File: src/rtl/uart_link_ctrl.sv
// Link-configuration sequencer and RX frame buffer between host and UART datapaths.
// Optional build macro UART_LINK_CTRL_FLUSH_ON_CFG_EN: empty the RX FIFO when a new config is applied.
module uart_link_ctrl #(
    parameter int DATA_WIDTH     = 8,
    parameter int PRESCALE_WIDTH = 6,
    parameter int RST_PRESCALE   = 8,
    parameter int FIFO_DEPTH     = 4,
    parameter int ERR_CNT_WIDTH  = 8,
    parameter int SETTLE_CYCLES  = 4
) (
    input  logic                      CLK,
    input  logic                      RST,
    input  logic                      cfg_wr,
    input  logic [PRESCALE_WIDTH-1:0] cfg_prescale,
    input  logic                      cfg_par_en,
    input  logic                      cfg_par_typ,
    output logic                      cfg_busy,
    input  logic                      rx_busy,
    input  logic                      tx_busy,
    output logic                      link_en,
    output logic [PRESCALE_WIDTH-1:0] PRESCALE,
    output logic                      PAR_EN,
    output logic                      PAR_TYP,
    input  logic                      rx_frame_stb,
    input  logic [DATA_WIDTH-1:0]     rx_data,
    input  logic                      rx_par_err,
    input  logic                      rx_stp_err,
    output logic [DATA_WIDTH-1:0]     rd_data,
    output logic                      rd_valid,
    input  logic                      rd_ready,
    output logic                      overflow,
    output logic [ERR_CNT_WIDTH-1:0]  par_err_cnt,
    output logic [ERR_CNT_WIDTH-1:0]  stp_err_cnt,
    input  logic                      err_clr
);
    localparam int PTR_W = $clog2(FIFO_DEPTH);
    localparam int CNT_W = PTR_W + 1;
    localparam int SET_W = $clog2(SETTLE_CYCLES + 1);
`ifdef UART_LINK_CTRL_FLUSH_ON_CFG_EN
    localparam bit FLUSH_ON_CFG = 1'b1;
`else
    localparam bit FLUSH_ON_CFG = 1'b0;
`endif

    typedef enum logic [1:0] {S_RUN, S_DRAIN, S_APPLY, S_SETTLE} state_t;

    state_t                    state, state_nxt;
    logic [SET_W-1:0]          settle_cnt;
    logic [PRESCALE_WIDTH-1:0] sh_prescale;
    logic                      sh_par_en, sh_par_typ;

    always_comb begin
        state_nxt = state;
        link_en   = 1'b0;
        cfg_busy  = 1'b1;
        case (state)
            S_RUN: begin
                link_en  = 1'b1;
                cfg_busy = 1'b0;
                if (cfg_wr) state_nxt = S_DRAIN;
            end
            S_DRAIN:  if (!rx_busy && !tx_busy) state_nxt = S_APPLY;
            S_APPLY:  state_nxt = S_SETTLE;
            S_SETTLE: if (settle_cnt == SET_W'(SETTLE_CYCLES - 1)) state_nxt = S_RUN;
            default:  state_nxt = S_RUN;
        endcase
    end

    always_ff @(posedge CLK) begin
        if (RST) begin
            state       <= S_RUN;
            settle_cnt  <= '0;
            sh_prescale <= '0;
            sh_par_en   <= 1'b0;
            sh_par_typ  <= 1'b0;
            PRESCALE    <= PRESCALE_WIDTH'(RST_PRESCALE);
            PAR_EN      <= 1'b0;
            PAR_TYP     <= 1'b0;
        end else begin
            state      <= state_nxt;
            settle_cnt <= (state == S_SETTLE) ? settle_cnt + SET_W'(1) : '0;
            // Shadow accepts writes until APPLY; last write wins during DRAIN
            if (cfg_wr && (state == S_RUN || state == S_DRAIN)) begin
                sh_prescale <= cfg_prescale;
                sh_par_en   <= cfg_par_en;
                sh_par_typ  <= cfg_par_typ;
            end
            if (state == S_APPLY) begin
                PRESCALE <= sh_prescale;
                PAR_EN   <= sh_par_en;
                PAR_TYP  <= sh_par_typ;
            end
        end
    end

    logic [FIFO_DEPTH-1:0][DATA_WIDTH-1:0] mem;
    logic [PTR_W-1:0]      wr_ptr, rd_ptr;
    logic [CNT_W-1:0]      count;
    logic [DATA_WIDTH-1:0] hold_q;
    logic                  good, full, pop, push, flush;

    assign good     = rx_frame_stb && !rx_par_err && !rx_stp_err;
    assign full     = (count == CNT_W'(FIFO_DEPTH));
    assign rd_valid = (count != '0);
    assign pop      = rd_valid && rd_ready;
    assign push     = good && (!full || pop);
    assign flush    = FLUSH_ON_CFG && (state == S_APPLY);
    // Empty FIFO keeps presenting whatever was last on rd_data
    assign rd_data  = rd_valid ? mem[rd_ptr] : hold_q;

    always_ff @(posedge CLK) begin
        if (push && !flush) mem[wr_ptr] <= rx_data;
    end

    always_ff @(posedge CLK) begin
        if (RST) begin
            wr_ptr <= '0;
            rd_ptr <= '0;
            count  <= '0;
            hold_q <= '0;
        end else begin
            hold_q <= rd_data;
            if (flush) begin
                wr_ptr <= '0;
                rd_ptr <= '0;
                count  <= '0;
            end else begin
                if (push) wr_ptr <= wr_ptr + PTR_W'(1);
                if (pop)  rd_ptr <= rd_ptr + PTR_W'(1);
                case ({push, pop})
                    2'b10:   count <= count + CNT_W'(1);
                    2'b01:   count <= count - CNT_W'(1);
                    default: count <= count;
                endcase
            end
        end
    end

    always_ff @(posedge CLK) begin
        if (RST || err_clr) begin
            overflow    <= 1'b0;
            par_err_cnt <= '0;
            stp_err_cnt <= '0;
        end else begin
            if (good && !push && !flush) overflow <= 1'b1;
            if (rx_frame_stb && rx_par_err && par_err_cnt != '1)
                par_err_cnt <= par_err_cnt + ERR_CNT_WIDTH'(1);
            if (rx_frame_stb && rx_stp_err && stp_err_cnt != '1)
                stp_err_cnt <= stp_err_cnt + ERR_CNT_WIDTH'(1);
        end
    end
endmodule

File: config.mk
export PLATFORM = sky130hd
export DESIGN_NAME = uart_link_ctrl
export DESIGN_NICKNAME = d
export VERILOG_FILES = /design/src/rtl/uart_link_ctrl.sv
export SDC_FILE = /design/constraint.sdc
export NUM_CORES = 1
export LEC_CHECK = 0
export CAP_MARGIN = 30
export CORE_UTILIZATION = 55
export DETAILED_ROUTE_END_ITERATION = 16
export PLACE_DENSITY = 0.82
export SYNTH_ARGS = -nofsm -noshare
export SYNTH_HDL_FRONTEND = slang
export SYNTH_SLANG_ARGS = --single-unit
File: constraint.sdc
create_clock -name CLK -period 6.12 [get_ports CLK]
set_input_delay 1.836 -clock CLK [delete_from_list [all_inputs] [get_ports CLK]]
set_output_delay 1.836 -clock CLK [all_outputs]
set_load 0.01 [all_outputs]
# [Yosys cells after proc, flatten, opt, wreduce, memory -nomap -nowiden]
# Index checks and enable logic that the tools add are counted.
[classes] add_sub_neg=7 n_mul=0 n_div=0 order_cmp=3 eq_ne=12 shift=0 n_mux=13 n_bitwise=1 reduce_logical=26
[ops] operator="bitwise mux 32 bit" count=1
[ops] operator="two-way mux 8 bit" count=3
[ops] operator="adder 8 x 1 -> 8 bit, second input constant" count=2
[ops] operator="binary-select mux 8 bit (select 2 bit)" count=1
[ops] operator="demux 8 bit (select 2 bit)" count=1
[ops] operator="!= test 8 bit, second input constant" count=2
[ops] operator="logical AND 1 bit" count=12
[ops] operator="one-hot mux 2 bit (4 select lines)" count=1
[ops] operator="adder 3 x 1 -> 3 bit, second input constant" count=2
[ops] operator="equality test 2 bit, second input constant" count=3
[ops] operator="logical NOT 1 bit" count=6
[ops] operator="less-than comparator 2 x 3 -> 1 bit, second input constant" count=2
[ops] operator="two-way mux 2 bit" count=3
[ops] operator="!= test 2 bit, second input constant" count=3
[ops] operator="one-hot mux 3 bit (2 select lines)" count=1
[ops] operator="adder 2 x 1 -> 2 bit, second input constant" count=2
[ops] operator="equality test 2 x 1 -> 1 bit, second input constant" count=2
[ops] operator="equality test 3 x 2 -> 1 bit, second input constant" count=1
[ops] operator="equality test 3 bit, second input constant" count=1
[ops] operator="logical OR 1 bit" count=3
[ops] operator="AND reduction 3 bit" count=1
[ops] operator="nonzero test 3 bit" count=1
[ops] operator="subtractor 3 x 1 -> 3 bit, second input constant" count=1
[ops] operator=">= comparator 2 x 1 -> 1 bit, second input constant" count=1
[ops] operator="5 further kinds" count=6
[word_totals] reg_bits=85 latchBits=0 mem_bits_rw=0 rom_bits=0 out_inout_bits=36 elab_cells=81 mem_count=0

# [Depth between registers and ports, before layout]
# Gate-level depths: netlist (run 1).
[depth] ltp_word=6 depth_mapped=10 ltp_nobuf=9

# [Worst setup path after synthesis (run 1)]
# Ideal clock, no wire load.
[synth_timing] kind="input port to flip-flop" from="input port rd_ready" to="register count[2]" setup_ns=0.071 t_arrival_ns=3.505 t_required_ns=6.049 path_slack_ns=2.543 stages=9 n_path_buf=0 path_cell_list="nor4b_1 nor2_1 inv_1 ha_1 inv_1 fa_1 xor2_1 or3_1 a21oi_1"
[synth_via] elab_chain_cells=5 elab_cells_between_ends=7 classes_between="eq/ne (2); mux (1); reduce/logical (4)"
[synth_lines] item="start: declaration" line="30" rtl="input logic rd_ready,"
[synth_lines] item="logical AND 1 bit *" line="105" rtl="assign pop = rd_valid && rd_ready;"
[synth_lines] item="logical OR 1 bit" line="106" rtl="assign push = good && (!full || pop);"
[synth_lines] item="logical AND 1 bit" line="106"
[synth_lines] item="equality test 2 x 1 -> 1 bit / equality test 2 bit (equally long branches)" line="130" rtl="case ({push, pop})"
[synth_lines] item="one-hot mux 3 bit (2 select lines) / nonzero test 2 bit (equally long branches)"
[synth_lines] item="end signal: assignment" line="131" rtl="2'b10: count <= count + CNT_W'(1);"
[synth_lines] item="end signal: assignment" line="132" rtl="2'b01: count <= count - CNT_W'(1);"
[synth_lines] item="end signal: assignment" line="133" rtl="default: count <= count;"
[synth_lines] item="end: declaration" line="98" rtl="logic [CNT_W-1:0] count;"
# Mark *: on every way between the ends. The rest lies on a longest branch, timed or not.
# A chain may end at the register's enable or synchronous reset.

# [Worst setup path in the final report (run 1)]
[layout_timing] from="register rd_ptr[0]" to="output port rd_data[1]"
[layout_via] elab_chain_cells=3
[layout_lines] item="start: declaration" line="97" rtl="logic [PTR_W-1:0] wr_ptr, rd_ptr;"
[layout_lines] item="start signal: assignment" line="129" rtl="if (pop) rd_ptr <= rd_ptr + PTR_W'(1);"
[layout_lines] item="binary-select mux 8 bit (select 2 bit)" line="109" rtl="assign rd_data = rd_valid ? mem[rd_ptr] : hold_q;"
[layout_lines] item="two-way mux 8 bit (not written as such)" line="109"
[layout_lines] item="two-way mux 8 bit" line="109"
[layout_lines] item="end: declaration" line="28" rtl="output logic [DATA_WIDTH-1:0] rd_data,"
# Every way passes these cells. The select of a mux whose other input is x is not followed.

==> results of run 1 <==
## report_power, final
group,switching [mW],internal [mW],leakage (nW)
Combinational,0.188,0.285,0.827
Clock,0.190,0.241,0.115
Sequential,0.0458,0.636,0.719
Total,0.423,1.16,1.66
## worst max path at each step
stage | from | to | slack [ns] | depth (start not counted)
final | rd_ptr[0] | rd_data[1] | 1.84 | 3
after global routing | rd_ptr[0] | rd_data[1] | 1.70 | 3
after CTS | rd_ptr[0] | rd_data[1] | 1.79 | 3
after detailed placement | rd_ready | count[2] | 1.86 | 10
after global placement | rd_ready | count[2] | 1.96 | 10
after floorplan | rd_ready | count[2] | 2.54 | 9
## worst reg2reg max path: stages (launching register included)
cell and delay, ns:
sky130_fd_sc_hd__dfxtp_1 0.40, sky130_fd_sc_hd__nor4b_1 0.58, sky130_fd_sc_hd__nor2_1 0.09, sky130_fd_sc_hd__inv_1 0.08
sky130_fd_sc_hd__ha_1 0.18, sky130_fd_sc_hd__inv_1 0.06, sky130_fd_sc_hd__fa_1 0.37, sky130_fd_sc_hd__xor2_1 0.15
sky130_fd_sc_hd__or3_1 0.30, sky130_fd_sc_hd__a21oi_1 0.15
## state kept, by name, indices dropped and copies added, names as in the netlist
signal	flops
par_err_cnt	8
hold_q	8
overflow	1
state	2
wr_ptr	2
mem	32
PAR_TYP	1
rd_ptr	2
PRESCALE	6
PAR_EN	1
count	3
sh_par_en	1
stp_err_cnt	8
sh_par_typ	1
sh_prescale	6
settle_cnt	3
## layer usage
| metal | GRT usage | part of all wire |
|---|---|---|
| met1 | 0.232 | 0.43 |
| met2 | 0.354 | 0.53 |
| met3 | 0.0364 | 0.035 |
| met4 | 0.0894 | 0.013 |
| met5 | 0 | 0 |
## metrics by stage
stage	setup WS [ns]	area, sq um
after global routing	1.70	4610
after global placement	1.96	4380
final	1.84	4610
after detailed placement	1.86	4380
after CTS	1.79	4610
after floorplan	2.54	3750
## layout by cell type (no fill, tap or decap), types with 2 or more instances in the layout
cell	n
sky130_fd_sc_hd__clkdlybuf4s50_1	60
sky130_fd_sc_hd__dfxtp_1	53
sky130_fd_sc_hd__edfxtp_1	32
sky130_fd_sc_hd__nor2_1	27
sky130_fd_sc_hd__mux2i_1	20
sky130_fd_sc_hd__inv_1	15
sky130_fd_sc_hd__a21oi_1	15
sky130_fd_sc_hd__ha_1	13
sky130_fd_sc_hd__nand2_1	11
sky130_fd_sc_hd__clkbuf_8	9
sky130_fd_sc_hd__mux4_2	8
sky130_fd_sc_hd__mux2_4	8
sky130_fd_sc_hd__nor2b_4	8
sky130_fd_sc_hd__and4_1	7
sky130_fd_sc_hd__a211oi_1	7
sky130_fd_sc_hd__and3_1	6
sky130_fd_sc_hd__nand3_1	6
sky130_fd_sc_hd__nand4_1	6
sky130_fd_sc_hd__nor3_1	6
sky130_fd_sc_hd__o21ai_0	4
sky130_fd_sc_hd__xor2_1	4
sky130_fd_sc_hd__or3_1	4
sky130_fd_sc_hd__nand2b_1	4
sky130_fd_sc_hd__a41oi_1	3
sky130_fd_sc_hd__nor4b_1	2
sky130_fd_sc_hd__nor4_1	2
sky130_fd_sc_hd__a31oi_1	2
sky130_fd_sc_hd__clkbuf_1	2
sky130_fd_sc_hd__clkbuf_16	2
## area by class of cell
class                           count  share of cell area
Sequential cell                    85               0.439
Multi-Input combinational cell    192               0.346
Timing Repair Buffer               61               0.131
Clock buffer                       13              0.0394
Tap cell                           77              0.0209
Inverter                           16              0.0130
Clock inverter                      3              0.0103
## logic make-up after synthesis
logic type	after synthesis	share of synthesized area
muxes	36	0.133
buffers and inverters	31	0.0367
adders and majority gates	14	0.0487
DFF	85	0.539
xor gates and xnor gates	4	0.00934
and+or+nand+nor	97	0.161
AOI/OAI and AO/OA	41	0.0717
==> implementation parameters, run 1 <==
Parameter                              Value

Timing
  Headroom to the max-slew limit    0.382
  Final Cycle Share    0.699
  Period minus WS final    4.28 ns
  Setup clock skew after layout    about 0.0083 ns
  Final total negative setup slack    0 ns
  Final-report max-slew violation count    0
  Slew at the pin with the worst max-slew slack    between 0.9 and 1 ns
  WHS    around 0.42 ns
  Fin. Hold Viols    0
  Highest achievable clock rate    234 MHz
  RSZ-0062 raised after global routing    false
  Final count of negative-setup-slack endpoints    0

Hold path
  Hold EP    settle_cnt[0]
  Min-delay src    settle_cnt[0]
  Tightest Hold Check Type    register to register
  Number of cells on the worst hold path    1

Routing
  Routed via count divided by cell count    5.58
  Number of violations reported at the end of detailed-routing iteration 0    120
  Via count    about 2500
  Drc violations    0
  Count of antenna-violating nets left after detailed routing    0
  Number of iterations in the first detailed-routing pass    11
  Routed wirelength normalized by instance count    14.8 um
  Total wire length after detailed routing    between 6000 and 7000 um

Yosys
  Most frequent cell after synthesis    sky130_fd_sc_hd__dfxtp_1
  Post-Syn Nets    roughly 350
  Post-synthesis area per instance    12.2 sq um
  Sequential cell area fraction in the yosys report    0.539
  Netlist area before placement    3750 sq um
  Post-synthesis sequential element count    85
  Post-synth top area cell    sky130_fd_sc_hd__dfxtp_1
  Yosys synthesis warning count    0
  Synth cell types    49
  Top FF cell, synth    sky130_fd_sc_hd__dfxtp_1
  Share of flip-flops with an asynchronous set or reset    0
  EDFF count, synth    32
  Top-area cell type share of the netlist area    0.283
  Largest cells by area after synthesis    sky130_fd_sc_hd__dfxtp_1 (28%), sky130_fd_sc_hd__edfxtp_1 (26%), sky130_fd_sc_hd__mux2i_1 (5.3%)
  Number of instances in the synthesized netlist    between 300 and 400
  Most instantiated cells after synthesis    sky130_fd_sc_hd__dfxtp_1 (53), sky130_fd_sc_hd__edfxtp_1 (32), sky130_fd_sc_hd__nor2_1 (27)

Place
  Placer's final routability congestion estimate    0.825
  DP Cell Count    between 400 and 500
  Number of input and output port buffers inserted    61
  HPWL after DPL    4580 um

Die
  Die area    ~7000 sq um
  Starting utilization of the core area    0.581
  Floorplan die width    roughly 85 um
  Site row count    29
  Core box area    6460 sq um
  Boundary Pins    62
  Die Span Y    84.6 um

Final layout
  Final core utilization    0.713
  Count of placed standard cells in the final layout, fillers left out    between 400 and 500
  Share of layout cells above drive strength 1    0.116
  Net count of the finished layout    between 400 and 500
  N_diodes    0
  Area overhead of the layout relative to synthesis    22.7%
  Fill cell count    about 460
  Area of combinational cells with multiple inputs    between 1500 and 2000 sq um
  Area of all sequential standard cells    ~2000 sq um

Critical path
  Max stage delay on crit path    0.75 ns
  Internal reg-to-reg setup slack    around 3.7 ns
  Worst path bufs/invs    1
  Maximum fanout encountered on the critical timing path    10
  Arrival time at the worst endpoint    between 2 and 2.5 ns
  Startpoint types    register
  End of the worst register-to-register path    count[2]
  Slowest cell on crit path    sky130_fd_sc_hd__dfxtp_1
  CP cell instances    mux4_2 > mux2_4 > clkdlybuf4s50_1
  Setup Crit Path Kind    register to primary output
  Kind of end point of the critical path    primary output
  Kind of cell with the highest combined delay on the critical path    multiplexers
  Reg2Reg Launch Point    count[0]
  Length in cells of the worst reg-to-reg path    9
  Worst Path Required    roughly 4.3 ns

GRT
  Overall global routing resource usage    0.198
  Antenna violations before repair    0
  First-pass GRT wire length    11000 um
  GRT overflow    0
  Vias in the first global route    2330
  Largest net degree at the start of global routing    40

Clocking
  Buffers from clock root to sink, at most    2
  CTS sink cnt    between 80 and 90
  Setup Buffers After CTS    0
  CTS Buf Count    9
  Reg clk slew, reported paths    around 0.080 ns
  Count of H-tree levels built during CTS    3
  TritonCTS clock tree    yes
  Clk_lat worst skew    between 0.3 and 0.4 ns
  Hold-fix buffers, CTS    0
  CTS resizes    0
  Root Driver    sky130_fd_sc_hd__clkbuf_8

Power
  Power Dens Cells    ~340 nW/um^2
  Leakage power summed over all cells    around 1.7 nW
  Maximum VDD drop    162 uV
  Sum of internal, switching and leakage power    roughly 1.6 mW

Outcome
  Result of the run    finished clean

Job
  Number of maximum-capacitance constraint violations    0
Power figures use the tool's default switching activity.
==> run 2, diff against run 1 <==
- CORE_UTILIZATION: 55 -> 53
- PLACE_DENSITY: 0.82 -> 0.79
- clock period: 6.12 -> 4.15 ns (I/O delays scaled with it)
==> implementation parameters, run 2 (synthesis gave the netlist of run 1 again) <==
Parameter                              Value

Clocking
  CTS sink cnt    85 (unchanged)
  Buffers from clock root to sink, at most    2 (unchanged)
  Root Driver    sky130_fd_sc_hd__clkbuf_8
  Reg clk slew, reported paths    0.08 ns (about the same)
  TritonCTS clock tree    yes
  Setup Buffers After CTS    0 (unchanged)
  Count of H-tree levels built during CTS    3 (unchanged)
  Clk_lat worst skew    0.35 ns (about the same)
  Hold-fix buffers, CTS    0 (unchanged)
  CTS Buf Count    9 (unchanged)
  CTS resizes    0 (unchanged)

Outcome
  Result of the run    finished clean

GRT
  M3 GR Usage    0.0375 (+0.00115)
  Overall global routing resource usage    0.193 (-0.00501)
  Vias in the first global route    2368 (+1.6%)
  Met1 GRT Util    0.233 (+0.00147)
  Antenna violations before repair    0 (unchanged)
  First-pass GRT wire length    11100 um (+0.69%)
  Largest net degree at the start of global routing    39 (-2.5%)
  Most Crowded Layer GR    met2
  GRT overflow    0 (unchanged)
  Global routing met2 resource utilization    0.336 (-0.0178)

Die
  Core box area    6830 sq um (+5.8%)
  Starting utilization of the core area    0.549 (-0.0317)
  Boundary Pins    62 (unchanged)
  Floorplan die width    86.1 um (+1.8%)
  Site row count    30 (+3.4%)
  Die area    7420 sq um (+3.7%)
  Die Span Y    86.1 um (+1.8%)

Final layout
  Area of all sequential standard cells    2020 sq um (unchanged)
  Fill cell count    527 (+15%)
  Area overhead of the layout relative to synthesis    23.4%
  Final core utilization    0.678 (-0.0354)
  N_diodes    0 (unchanged)
  Most frequent standard cell in the layout excluding fill and tap cells    sky130_fd_sc_hd__clkdlybuf4s50_1
  Area of combinational cells with multiple inputs    1590 sq um (unchanged)
  Share of layout cells above drive strength 1    0.121 (+0.00508)
  Register with the most flip-flops    mem
  Net count of the finished layout    406 (+0.25%)
  Max reg flops    32 (unchanged)
  Count of placed standard cells in the final layout, fillers left out    467 (+4.5%)
  Most frequent cells in the layout    sky130_fd_sc_hd__clkdlybuf4s50_1 (60), sky130_fd_sc_hd__dfxtp_1 (53), sky130_fd_sc_hd__edfxtp_1 (32)

Place
  Number of input and output port buffers inserted    61 (unchanged)
  DP Cell Count    451 (+4.6%)
  HPWL after DPL    4580 um (about the same)
  Placer's final routability congestion estimate    0.828 (+0.33%)

Power
  Maximum VDD drop    189 uV (+16%)
  Power Dens Cells    505 nW/um^2 (+47%)
  Leakage power summed over all cells    1.66 nW (-0.13%)
  Switching portion of total power    0.274 (+0.00655)
  Reg power frac    0.430 (about the same)
  Part of the total power dissipated in combinational logic    0.298 (about the same)
  Clock share of power    0.272 (about the same)
  Internal power of the cells    1.70 mW (+46%)
  Reported net switching power    0.640 mW (+51%)

Critical path
  Startpoint types    register
  Reg2Reg Launch Point    count[2]
  Setup Crit Path Kind    register to primary output
  Arrival time at the worst endpoint    2.43 ns (about the same)
  Kind of end point of the critical path    primary output
  Maximum fanout encountered on the critical timing path    10 (unchanged)
  End of the worst register-to-register path    count[2]
  Worst Path Required    2.90 ns (-1.38 ns)
  Internal reg-to-reg setup slack    1.70 ns (-1.97 ns)
  Length in cells of the worst reg-to-reg path    9 (unchanged)

Timing
  Headroom to the max-slew limit    0.553 (+0.172)
  Final-report max-slew violation count    0 (unchanged)
  Setup clock skew after layout    0.00909 ns (+0.000755 ns)
  Period minus WS final    between 3 and 4 ns
  Highest achievable clock rate    272 MHz
  RSZ-0062 raised after global routing    false
  Final total negative setup slack    0 ns (unchanged)
  Fin. Hold Viols    0 (unchanged)
  Slew at the pin with the worst max-slew slack    0.668 ns (-0.260 ns)
  Final Cycle Share    0.887
  Final count of negative-setup-slack endpoints    0 (unchanged)

Routing
  Routed wirelength normalized by instance count    14.4 um (-2.9%)
  Drc violations    0 (unchanged)
  Count of antenna-violating nets left after detailed routing    0 (unchanged)
  Via count    2530 (+1.4%)
  Number of iterations in the first detailed-routing pass    4 (-7)
  Total wire length after detailed routing    6710 um (+1.4%)
  Number of violations reported at the end of detailed-routing iteration 0    97 (-19%)
  Routed via count divided by cell count    5.42 (-2.9%)

Hold path
  Hold EP    settle_cnt[0]
  Tightest Hold Check Type    register to register
  Number of cells on the worst hold path    1 (unchanged)
  Min-delay src    settle_cnt[0]

Job
  Number of maximum-capacitance constraint violations    0 (unchanged)
-- run 2: changes by cell type in the layout (fill, tap and decap cells not counted), sizes merged --
cell,before,now
buf,1,2
bufinv,1,2
clkbuf,13,9
clkinv,1,3
clkinvlp,0,1
-- run 2: final cells by class --
cell class	instances	area share
clock buffers	9	0.0268
multi-input cells	192	0.344
well taps	96	0.0259
inverters	16	0.0130
flip-flops and latches	85	0.437
repair buffers	62	0.132
clock inverters	7	0.0211
-- run 2: metal layers --
layer | routed length (um) | vias up
met5 | 0 | -
met4 | 99 | 0
met3 | 326 | 9
met2 | 3420 | 68
met1 | 2860 | 1205
li1 | - | 1248
-- run 2: worst max path at each step --
stage | cells past startpoint | to | from
floorplan | 9 | count[2] | rd_ready
global placement | 10 | count[2] | rd_ready
detailed placement | 10 | count[2] | rd_ready
CTS | 3 | rd_data[1] | rd_ptr[0]
global route | 3 | rd_data[1] | rd_ptr[0]
finish | 3 | rd_data[1] | rd_ptr[0]
-- run 2: worst max-delay path, cell delays in order, from the launching register on --
cell	delay, ns
sky130_fd_sc_hd__dfxtp_1	0.73
sky130_fd_sc_hd__mux4_2	0.58
sky130_fd_sc_hd__mux2_4	0.29
sky130_fd_sc_hd__clkdlybuf4s50_1	0.49
-- run 2: power by group through the flow --
stage               clock network (mW)  registers [mW]  logic [mW]
floorplan                            0           0.992       0.500
global placement                     0            1.02       0.684
detailed placement                   0            1.03       0.702
CTS                              0.650            1.01       0.705
global route                     0.685            1.02       0.751
finish                           0.636            1.01       0.698
-- run 2: metrics by stage --
stage / hold slack [ns] / worst slack [ns] / power [mW] / cell area (sq um)
6_report: 0.423 / 0.471 / 2.34 / 4630
5_1_grt: 0.446 / 0.354 / 2.45 / 4630
4_1_cts: 0.424 / 0.414 / 2.36 / 4630
3_5_place_dp: 0.411 / 0.450 / 1.73 / 4410
3_3_place_gp: 0.408 / 0.583 / 1.70 / 4410
2_1_floorplan: 0.399 / 1.16 / 1.49 / 3750
